===== config.mk =====
export PLATFORM = sky130hd
export DESIGN_NAME = fwd_arb_rr_flat
export DESIGN_NICKNAME = d
export VERILOG_FILES = /design/src/rtl/fwd_arb_rr_if.sv /design/src/rtl/fwd_arb_rr.sv /design/src/flat_wrapper.sv
export SDC_FILE = /design/constraint.sdc
export NUM_CORES = 1
export LEC_CHECK = 0
export BUFFER_PORTS_ARGS = -buffer_cell sky130_fd_sc_hd__buf_2
export CORE_AREA = 2 2 204 206
export CTS_BUF_LIST = sky130_fd_sc_hd__clkbuf_8
export CTS_CLUSTER_SIZE = 24
export DETAILED_ROUTE_END_ITERATION = 6
export DIE_AREA = 0 0 206 208
export PLACE_DENSITY = 0.44
export SYNTH_ARGS = -nofsm -noshare
export SYNTH_HDL_FRONTEND = slang
export SYNTH_SLANG_ARGS = --single-unit

===== constraint.sdc =====
create_clock -name clk -period 4.21 [get_ports clk]
set_input_delay 0 -clock clk [delete_from_list [all_inputs] [get_ports clk]]
set_output_delay 0 -clock clk [all_outputs]
set_load 0.02 [all_outputs]

===== src/rtl/fwd_arb_rr_if.sv =====
// Forwarder / packet-filter-core arbitration bus.
// The master side is the forwarder plus the cores. The slave side is the arbiter.
interface fwd_arb_rr_if #(
  parameter int N                 = 4,
  parameter int SN_FWD_ADDR_WIDTH = 8,
  parameter int SN_FWD_DATA_WIDTH = 64,
  parameter int PLEN_WIDTH        = 32
);
  localparam int SEL_W = (N > 1) ? $clog2(N) : 1;

  // Forwarder side
  logic [SN_FWD_ADDR_WIDTH-1:0]   addr;
  logic                           rd_en;
  logic [SN_FWD_DATA_WIDTH-1:0]   rd_data;
  logic                           rd_data_vld;
  logic [PLEN_WIDTH-1:0]          byte_len;
  logic                           done;
  logic                           rdy;
  logic                           ack;

  // Core side
  logic [SN_FWD_ADDR_WIDTH-1:0]   fwd_addr;
  logic [N-1:0]                   fwd_rd_en;
  logic [N*SN_FWD_DATA_WIDTH-1:0] fwd_rd_data;
  logic [N-1:0]                   fwd_rd_data_vld;
  logic [N*PLEN_WIDTH-1:0]        fwd_byte_len;
  logic [N-1:0]                   fwd_done;
  logic [N-1:0]                   rdy_for_fwd;
  logic [N-1:0]                   rdy_for_fwd_ack;

  // Status
  logic [SEL_W-1:0]               sel_idx;
  logic                           busy;

  modport master (
    output addr, rd_en, done, ack, fwd_rd_data, fwd_rd_data_vld, fwd_byte_len, rdy_for_fwd,
    input  rd_data, rd_data_vld, byte_len, rdy, fwd_addr, fwd_rd_en, fwd_done,
           rdy_for_fwd_ack, sel_idx, busy
  );

  modport slave (
    input  addr, rd_en, done, ack, fwd_rd_data, fwd_rd_data_vld, fwd_byte_len, rdy_for_fwd,
    output rd_data, rd_data_vld, byte_len, rdy, fwd_addr, fwd_rd_en, fwd_done,
           rdy_for_fwd_ack, sel_idx, busy
  );
endinterface


===== src/rtl/fwd_arb_rr.sv =====
// Round-robin (or fixed-priority) arbiter that hands one forwarder to N
// packet-filter cores. A core is granted on the rdy/ack handshake. The arbiter
// then owns the forwarder until done. The read return path is muxed from the
// granted core through MUX_LAT register stages.
module fwd_arb_rr #(
  parameter int N                 = 4,
  parameter int SN_FWD_ADDR_WIDTH = 8,
  parameter int SN_FWD_DATA_WIDTH = 64,
  parameter int PLEN_WIDTH        = 32,
  parameter int MUX_LAT           = 1,
  parameter int RR_EN             = 1
) (
  input logic          clk,
  input logic          rst,
  fwd_arb_rr_if.slave  bus
);
  localparam int SEL_W = (N > 1) ? $clog2(N) : 1;
  localparam int DW    = SN_FWD_DATA_WIDTH;
  localparam int LW    = PLEN_WIDTH;

  typedef enum logic {IDLE = 1'b0, FWD = 1'b1} state_t;

  state_t           state_q, state_d;
  logic [SEL_W-1:0] ptr_q, ptr_nxt, sel_q, base, win;
  logic [N-1:0]     req, req_rot;
  logic [N-1:0]     ack_vec, rd_en_vec, done_vec;
  logic             offer, hs;

  logic [DW-1:0]    mux_data;
  logic             mux_vld;
  logic [LW-1:0]    mux_len;

  assign req     = bus.rdy_for_fwd;
  assign offer   = (state_q == IDLE) && (|req);
  // A handshake is suppressed while rst is high, so no grant pulse escapes.
  assign hs      = offer && bus.ack && !rst;
  // In fixed-priority mode the search always starts at core 0.
  assign base    = (RR_EN != 0) ? ptr_q : '0;
  // Rotate the request vector so that bit 0 is the first core to consider.
  assign req_rot = N'({req, req} >> base);

  // Winner search. Scanning downward leaves the lowest rotated index in win.
  // The pointer update is the winner plus one, wrapped to the range 0..N-1.
  always_comb begin
    int sum;
    int nxt;
    // NOTE: defaults come first so that every path assigns every variable; this
    // prevents an inferred latch.
    sum     = 0;
    nxt     = 0;
    win     = '0;
    ptr_nxt = '0;
    for (int k = N - 1; k >= 0; k--) begin
      if (req_rot[k]) begin
        sum = int'(base) + k;
        if (sum >= N) sum = sum - N;
      end
    end
    win = SEL_W'(sum);
    nxt = sum + 1;
    if (nxt >= N) nxt = 0;
    ptr_nxt = SEL_W'(nxt);
  end

  // Next state: a handshake opens a packet, and done closes it.
  always_comb begin
    state_d = state_q;
    case (state_q)
      IDLE:    if (hs) state_d = FWD;
      FWD:     if (bus.done) state_d = IDLE;
      default: state_d = IDLE;
    endcase
  end

  // Register the FSM, the round-robin pointer and the grantee index.
  always_ff @(posedge clk or posedge rst) begin
    if (rst) begin
      state_q <= IDLE;
      ptr_q   <= '0;
      sel_q   <= '0;
    end else begin
      // NOTE: non-blocking assignments make every flop sample pre-edge values,
      // whatever order the statements are written in.
      state_q <= state_d;
      if (hs) begin
        ptr_q <= ptr_nxt;
        sel_q <= win;
      end
    end
  end

  // One-hot grant pulse, and strobes gated to the current grantee only.
  always_comb begin
    ack_vec   = '0;
    rd_en_vec = '0;
    done_vec  = '0;
    for (int i = 0; i < N; i++) begin
      if (hs && (win == SEL_W'(i))) ack_vec[i] = 1'b1;
      if ((state_q == FWD) && (sel_q == SEL_W'(i))) begin
        rd_en_vec[i] = bus.rd_en;
        done_vec[i]  = bus.done;
      end
    end
  end

  // Return-path mux. Valid is blanked while no packet is owned.
  always_comb begin
    mux_data = '0;
    mux_vld  = 1'b0;
    mux_len  = '0;
    for (int i = 0; i < N; i++) begin
      if (sel_q == SEL_W'(i)) begin
        mux_data = bus.fwd_rd_data[i*DW +: DW];
        mux_vld  = bus.fwd_rd_data_vld[i];
        mux_len  = bus.fwd_byte_len[i*LW +: LW];
      end
    end
    if (state_q == IDLE) mux_vld = 1'b0;
  end

  generate
    if (MUX_LAT == 0) begin : g_comb
      assign bus.rd_data     = mux_data;
      assign bus.rd_data_vld = mux_vld;
      assign bus.byte_len    = mux_len;
    end else begin : g_pipe
      logic [DW-1:0] data_q [MUX_LAT];
      logic          vld_q  [MUX_LAT];
      logic [LW-1:0] len_q  [MUX_LAT];

      // Return-path delay line. It keeps draining after done.
      always_ff @(posedge clk or posedge rst) begin
        if (rst) begin
          // NOTE: these stage arrays are registers, not a RAM. They take the
          // async reset like any other flop, so rst clears in-flight valids.
          for (int s = 0; s < MUX_LAT; s++) begin
            data_q[s] <= '0;
            vld_q[s]  <= 1'b0;
            len_q[s]  <= '0;
          end
        end else begin
          data_q[0] <= mux_data;
          vld_q[0]  <= mux_vld;
          len_q[0]  <= mux_len;
          for (int s = 1; s < MUX_LAT; s++) begin
            data_q[s] <= data_q[s-1];
            vld_q[s]  <= vld_q[s-1];
            len_q[s]  <= len_q[s-1];
          end
        end
      end

      assign bus.rd_data     = data_q[MUX_LAT-1];
      assign bus.rd_data_vld = vld_q[MUX_LAT-1];
      assign bus.byte_len    = len_q[MUX_LAT-1];
    end
  endgenerate

  assign bus.rdy             = offer;
  assign bus.rdy_for_fwd_ack = ack_vec;
  assign bus.fwd_rd_en       = rd_en_vec;
  assign bus.fwd_done        = done_vec;
  assign bus.fwd_addr        = bus.addr;
  assign bus.sel_idx         = sel_q;
  assign bus.busy            = (state_q == FWD);
endmodule


===== src/flat_wrapper.sv =====
// flat-port wrapper written by rule: the top's interface ports become plain ports
module fwd_arb_rr_flat 
#(
  parameter int N                 = 4,
  parameter int SN_FWD_ADDR_WIDTH = 8,
  parameter int SN_FWD_DATA_WIDTH = 64,
  parameter int PLEN_WIDTH        = 32,
  parameter int MUX_LAT           = 1,
  parameter int RR_EN             = 1
)
  (clk, rst, bus_addr, bus_rd_en, bus_done, bus_ack, bus_fwd_rd_data, bus_fwd_rd_data_vld, bus_fwd_byte_len, bus_rdy_for_fwd, bus_rd_data, bus_rd_data_vld, bus_byte_len, bus_rdy, bus_fwd_addr, bus_fwd_rd_en, bus_fwd_done, bus_rdy_for_fwd_ack, bus_sel_idx, bus_busy);
  fwd_arb_rr_if #(.N(N), .SN_FWD_ADDR_WIDTH(SN_FWD_ADDR_WIDTH), .SN_FWD_DATA_WIDTH(SN_FWD_DATA_WIDTH), .PLEN_WIDTH(PLEN_WIDTH)) bus_i ();
  input logic clk;
  input logic rst;
  input wire logic [$bits(bus_i.addr)-1:0] bus_addr;
  input wire logic [$bits(bus_i.rd_en)-1:0] bus_rd_en;
  input wire logic [$bits(bus_i.done)-1:0] bus_done;
  input wire logic [$bits(bus_i.ack)-1:0] bus_ack;
  input wire logic [$bits(bus_i.fwd_rd_data)-1:0] bus_fwd_rd_data;
  input wire logic [$bits(bus_i.fwd_rd_data_vld)-1:0] bus_fwd_rd_data_vld;
  input wire logic [$bits(bus_i.fwd_byte_len)-1:0] bus_fwd_byte_len;
  input wire logic [$bits(bus_i.rdy_for_fwd)-1:0] bus_rdy_for_fwd;
  output wire logic [$bits(bus_i.rd_data)-1:0] bus_rd_data;
  output wire logic [$bits(bus_i.rd_data_vld)-1:0] bus_rd_data_vld;
  output wire logic [$bits(bus_i.byte_len)-1:0] bus_byte_len;
  output wire logic [$bits(bus_i.rdy)-1:0] bus_rdy;
  output wire logic [$bits(bus_i.fwd_addr)-1:0] bus_fwd_addr;
  output wire logic [$bits(bus_i.fwd_rd_en)-1:0] bus_fwd_rd_en;
  output wire logic [$bits(bus_i.fwd_done)-1:0] bus_fwd_done;
  output wire logic [$bits(bus_i.rdy_for_fwd_ack)-1:0] bus_rdy_for_fwd_ack;
  output wire logic [$bits(bus_i.sel_idx)-1:0] bus_sel_idx;
  output wire logic [$bits(bus_i.busy)-1:0] bus_busy;
  assign bus_i.addr = bus_addr;
  assign bus_i.rd_en = bus_rd_en;
  assign bus_i.done = bus_done;
  assign bus_i.ack = bus_ack;
  assign bus_i.fwd_rd_data = bus_fwd_rd_data;
  assign bus_i.fwd_rd_data_vld = bus_fwd_rd_data_vld;
  assign bus_i.fwd_byte_len = bus_fwd_byte_len;
  assign bus_i.rdy_for_fwd = bus_rdy_for_fwd;
  assign bus_rd_data = bus_i.rd_data;
  assign bus_rd_data_vld = bus_i.rd_data_vld;
  assign bus_byte_len = bus_i.byte_len;
  assign bus_rdy = bus_i.rdy;
  assign bus_fwd_addr = bus_i.fwd_addr;
  assign bus_fwd_rd_en = bus_i.fwd_rd_en;
  assign bus_fwd_done = bus_i.fwd_done;
  assign bus_rdy_for_fwd_ack = bus_i.rdy_for_fwd_ack;
  assign bus_sel_idx = bus_i.sel_idx;
  assign bus_busy = bus_i.busy;
  fwd_arb_rr #(.N(N), .SN_FWD_ADDR_WIDTH(SN_FWD_ADDR_WIDTH), .SN_FWD_DATA_WIDTH(SN_FWD_DATA_WIDTH), .PLEN_WIDTH(PLEN_WIDTH), .MUX_LAT(MUX_LAT), .RR_EN(RR_EN)) u_core (.clk(clk), .rst(rst), .bus(bus_i));
endmodule

==> metrics.csv <==
metric;value;unit
post_cts_resized;0;
die_w;206;um
endpoint_kind;flop;
fillCellCount;4284;
cts_buffers;9;
netlist_instances;343;
cts.hold.buffers_added;195;
rr_worst_depth;13;
syn_area;0.00574;mm2
rrSetupSlack;0.91;ns
drtPass1Iterations;6;
ys_ff_latch;102;
grtUsageTotal;12.4;%
post-route-drc-count;0;
critPathLaunchType;flop;
whs;0.00000886;ns
setup_violations;0;
synth_most_common_cell;dfrtp_1;
timing.rr.end;u_core.base[1]$_DFFE_PP0P_;
tightestPinTransition;0.805;ns
cap_violations;0;
total_power;5730;uW
nNetsFinal;1451;
netlist-cell-type-count;38;
port_buffers;509;
hold_start;bus_addr[7];
finalMaxSlewViolations;0;
ctsRootBufferMaster;clkbuf_8;
max_slew_margin;46.3;%
finalSetupTns;0;ns
synthTopCellsByArea;dfrtp_1 44%, mux4_2 38%, ha_1 4.1%, buf_2 1.3%, buf_4 1.3%;
via_per_inst;3.87;
synthFlopType;dfrtp_1;
ir_worst_vdd;0.208;mV
ctsLongestPathBuffers;2;
hpwl;22.1;mm
finalHoldViolations;0;
ys_seq_area_share;44.5;%
r2r-start;u_core.base[1]$_DFFE_PP0P_;
hold_path_depth;0;
grt_pass1_vias;6642;
synth_warnings;0;
pwr-share-comb;59.8;%
gp_congestion;0.923;
period_minus_slack;3.30;ns
critical_path_required;4.51;ns
synth_top_area_share;44.5;%
drt_first_iter_violations;315;
num_vias;6053;
crit_type;reg2reg;
drive_gt1_share;61.9;%
cts_tree;built;
fp.dieH;208;um
clock_skew;0.0159;ns
dp_slack;0.908;ns
fp.coreArea;0.0406;mm2
initial_core_util;14.2;%
antenna_found_initial;3;
path_clk_slew;0.11;ns
cp_data_arrival_time;3.60;ns
syn_area_per_cell;16.7;um2
switching_share;40.1;%
synth_top_cell_by_area;dfrtp_1;
p_sw;2290;uW
critPathMaxFanout;15;
die_area;0.0428;mm2
ant_nets;0;
wl_per_cell;17.3;um
cts_htree_levels;3;
grt_max_degree;58;
rsz0062_at_grt;no;
clk_latency;0.41;ns
syn_nets;767;
io_pins;526;
grt-ovfl-total;0;
hold_path.class;in2out;
p_clk_share;11.3;%
powerDensity;522;mW/mm2
synthTopCellsByCount;102 x dfrtp_1, 97 x mux4_2, 19 x ha_1, 16 x nor2_1, 15 x buf_2;
wirelength;27.2;mm
area_growth;91.3;%
p_int;3430;uW
seqPwrFrac;28.9;%
min_to;bus_fwd_addr[7];
synthArstFlopShare;100;%
worst_slack;0.907;ns
timing.final.crit_share;78.4;%
clock-sinks;102;
rows;74;
postCtsSetupBuffers;0;
status;completed;
grt_pass1_wl;39.4;mm
fmax;303;MHz
synth_edf_count;0;
p_leak;0.00505;uW
==> layout make-up <==
cell class	count	area [um2]	area share (%)
Antenna cell	2	5.00	0.0456
Tap cell	532	666	6.06
Clock inverter	6	53.8	0.490
Multi-Input combinational cell	193	2930	26.7
Clock buffer	10	138	1.25
Timing Repair Buffer	710	4580	41.7
Sequential cell	102	2560	23.3
Inverter	11	43.8	0.399
==> cell families after synthesis <==
group / Yosys count / share of synthesized area (%)
adder cells (fa/ha/maj): 19 / 4.14
multiplexers: 104 / 39.6
buffers and inverters: 48 / 4.45
AND/OR/NAND/NOR: 53 / 4.93
flip-flops: 102 / 44.5
AO/OA/AOI/OAI: 17 / 2.40
==> how the worst max path moves through the flow <==
stage                               startpoint                    endpoint  slack (ns)  cells past startpoint
global placement    u_core.base[1]$_DFFE_PP0P_  u_core.base[1]$_DFFE_PP0P_        0.95                     13
CTS                 u_core.base[1]$_DFFE_PP0P_  u_core.base[1]$_DFFE_PP0P_        0.89                     13
finish              u_core.base[1]$_DFFE_PP0P_  u_core.base[1]$_DFFE_PP0P_        0.91                     13
floorplan           u_core.base[0]$_DFFE_PP0P_  u_core.base[0]$_DFFE_PP0P_        1.07                     16
global route        u_core.base[0]$_DFFE_PP0P_  u_core.base[0]$_DFFE_PP0P_        0.58                     14
detailed placement  u_core.base[1]$_DFFE_PP0P_  u_core.base[1]$_DFFE_PP0P_        0.91                     13
==> routing by layer <==
metal	vias up	part of all wire, %	global-route usage (%)
li1	2719	-	-
met1	2975	38	13.8
met2	316	51	22.4
met3	43	7.6	2.13
met4	0	3.8	6.33
met5	-	0	0
==> critical path, cell delays in order (launching register included) <==
cell      delay, ns
dfrtp_1        0.67
inv_1          0.26
ha_1           0.36
nand3b_1       0.11
o22ai_1        0.09
a311o_2        0.45
ha_1           0.26
ha_1           0.19
inv_1          0.08
ha_1           0.22
nand2_1        0.06
nor3_1         0.04
a41oi_1        0.27
o22ai_1        0.13
==> per-stage QoR <==
| stage | area [um2] | cells | util (%) |
|---|---|---|---|
| after detailed placement | 8830 | 1353 | 21.8 |
| after global placement | 8830 | 1353 | 21.8 |
| after floorplan | 5740 | 343 | - |
| after global routing | 11000 | 1566 | 27.1 |
| final | 11000 | 1566 | 27.1 |
| after CTS | 11000 | 1564 | 27.1 |
==> layout by cell type (no fill, tap or decap), types with 4 or more instances in the layout <==
master,Yosys,routed
buf_2,15,509
dlygate4sd3_1,0,195
dfrtp_1,102,100
mux4_2,97,97
ha_1,19,19
nor2_1,16,16
nand2_1,11,11
clkbuf_8,0,10
inv_1,10,9
mux2i_1,5,5
nor3_1,4,4
nand3_1,4,4
and2_1,4,4
==> registers in the layout, summed over array words and instances, names as in the netlist <==
register and count:
u_core.bus.sel_idx 2, u_core.base 2, u_core.bus.rd_data_vld 1, u_core.bus.byte_len 32, u_core.bus.rd_data 64, u_core.bus.busy 1
==> power groups by stage <==
stage          Sequential (uW)  Clock [uW]  Combinational (uW)
2_1_floorplan             2160           0                1340
3_3_place_gp              1680           0                2870
3_5_place_dp              1690           0                2860
4_1_cts                   1660         693                3470
5_1_grt                   1720         732                3690
6_report                  1660         645                3430
Note: power is estimated with default switching activity, not from simulation.
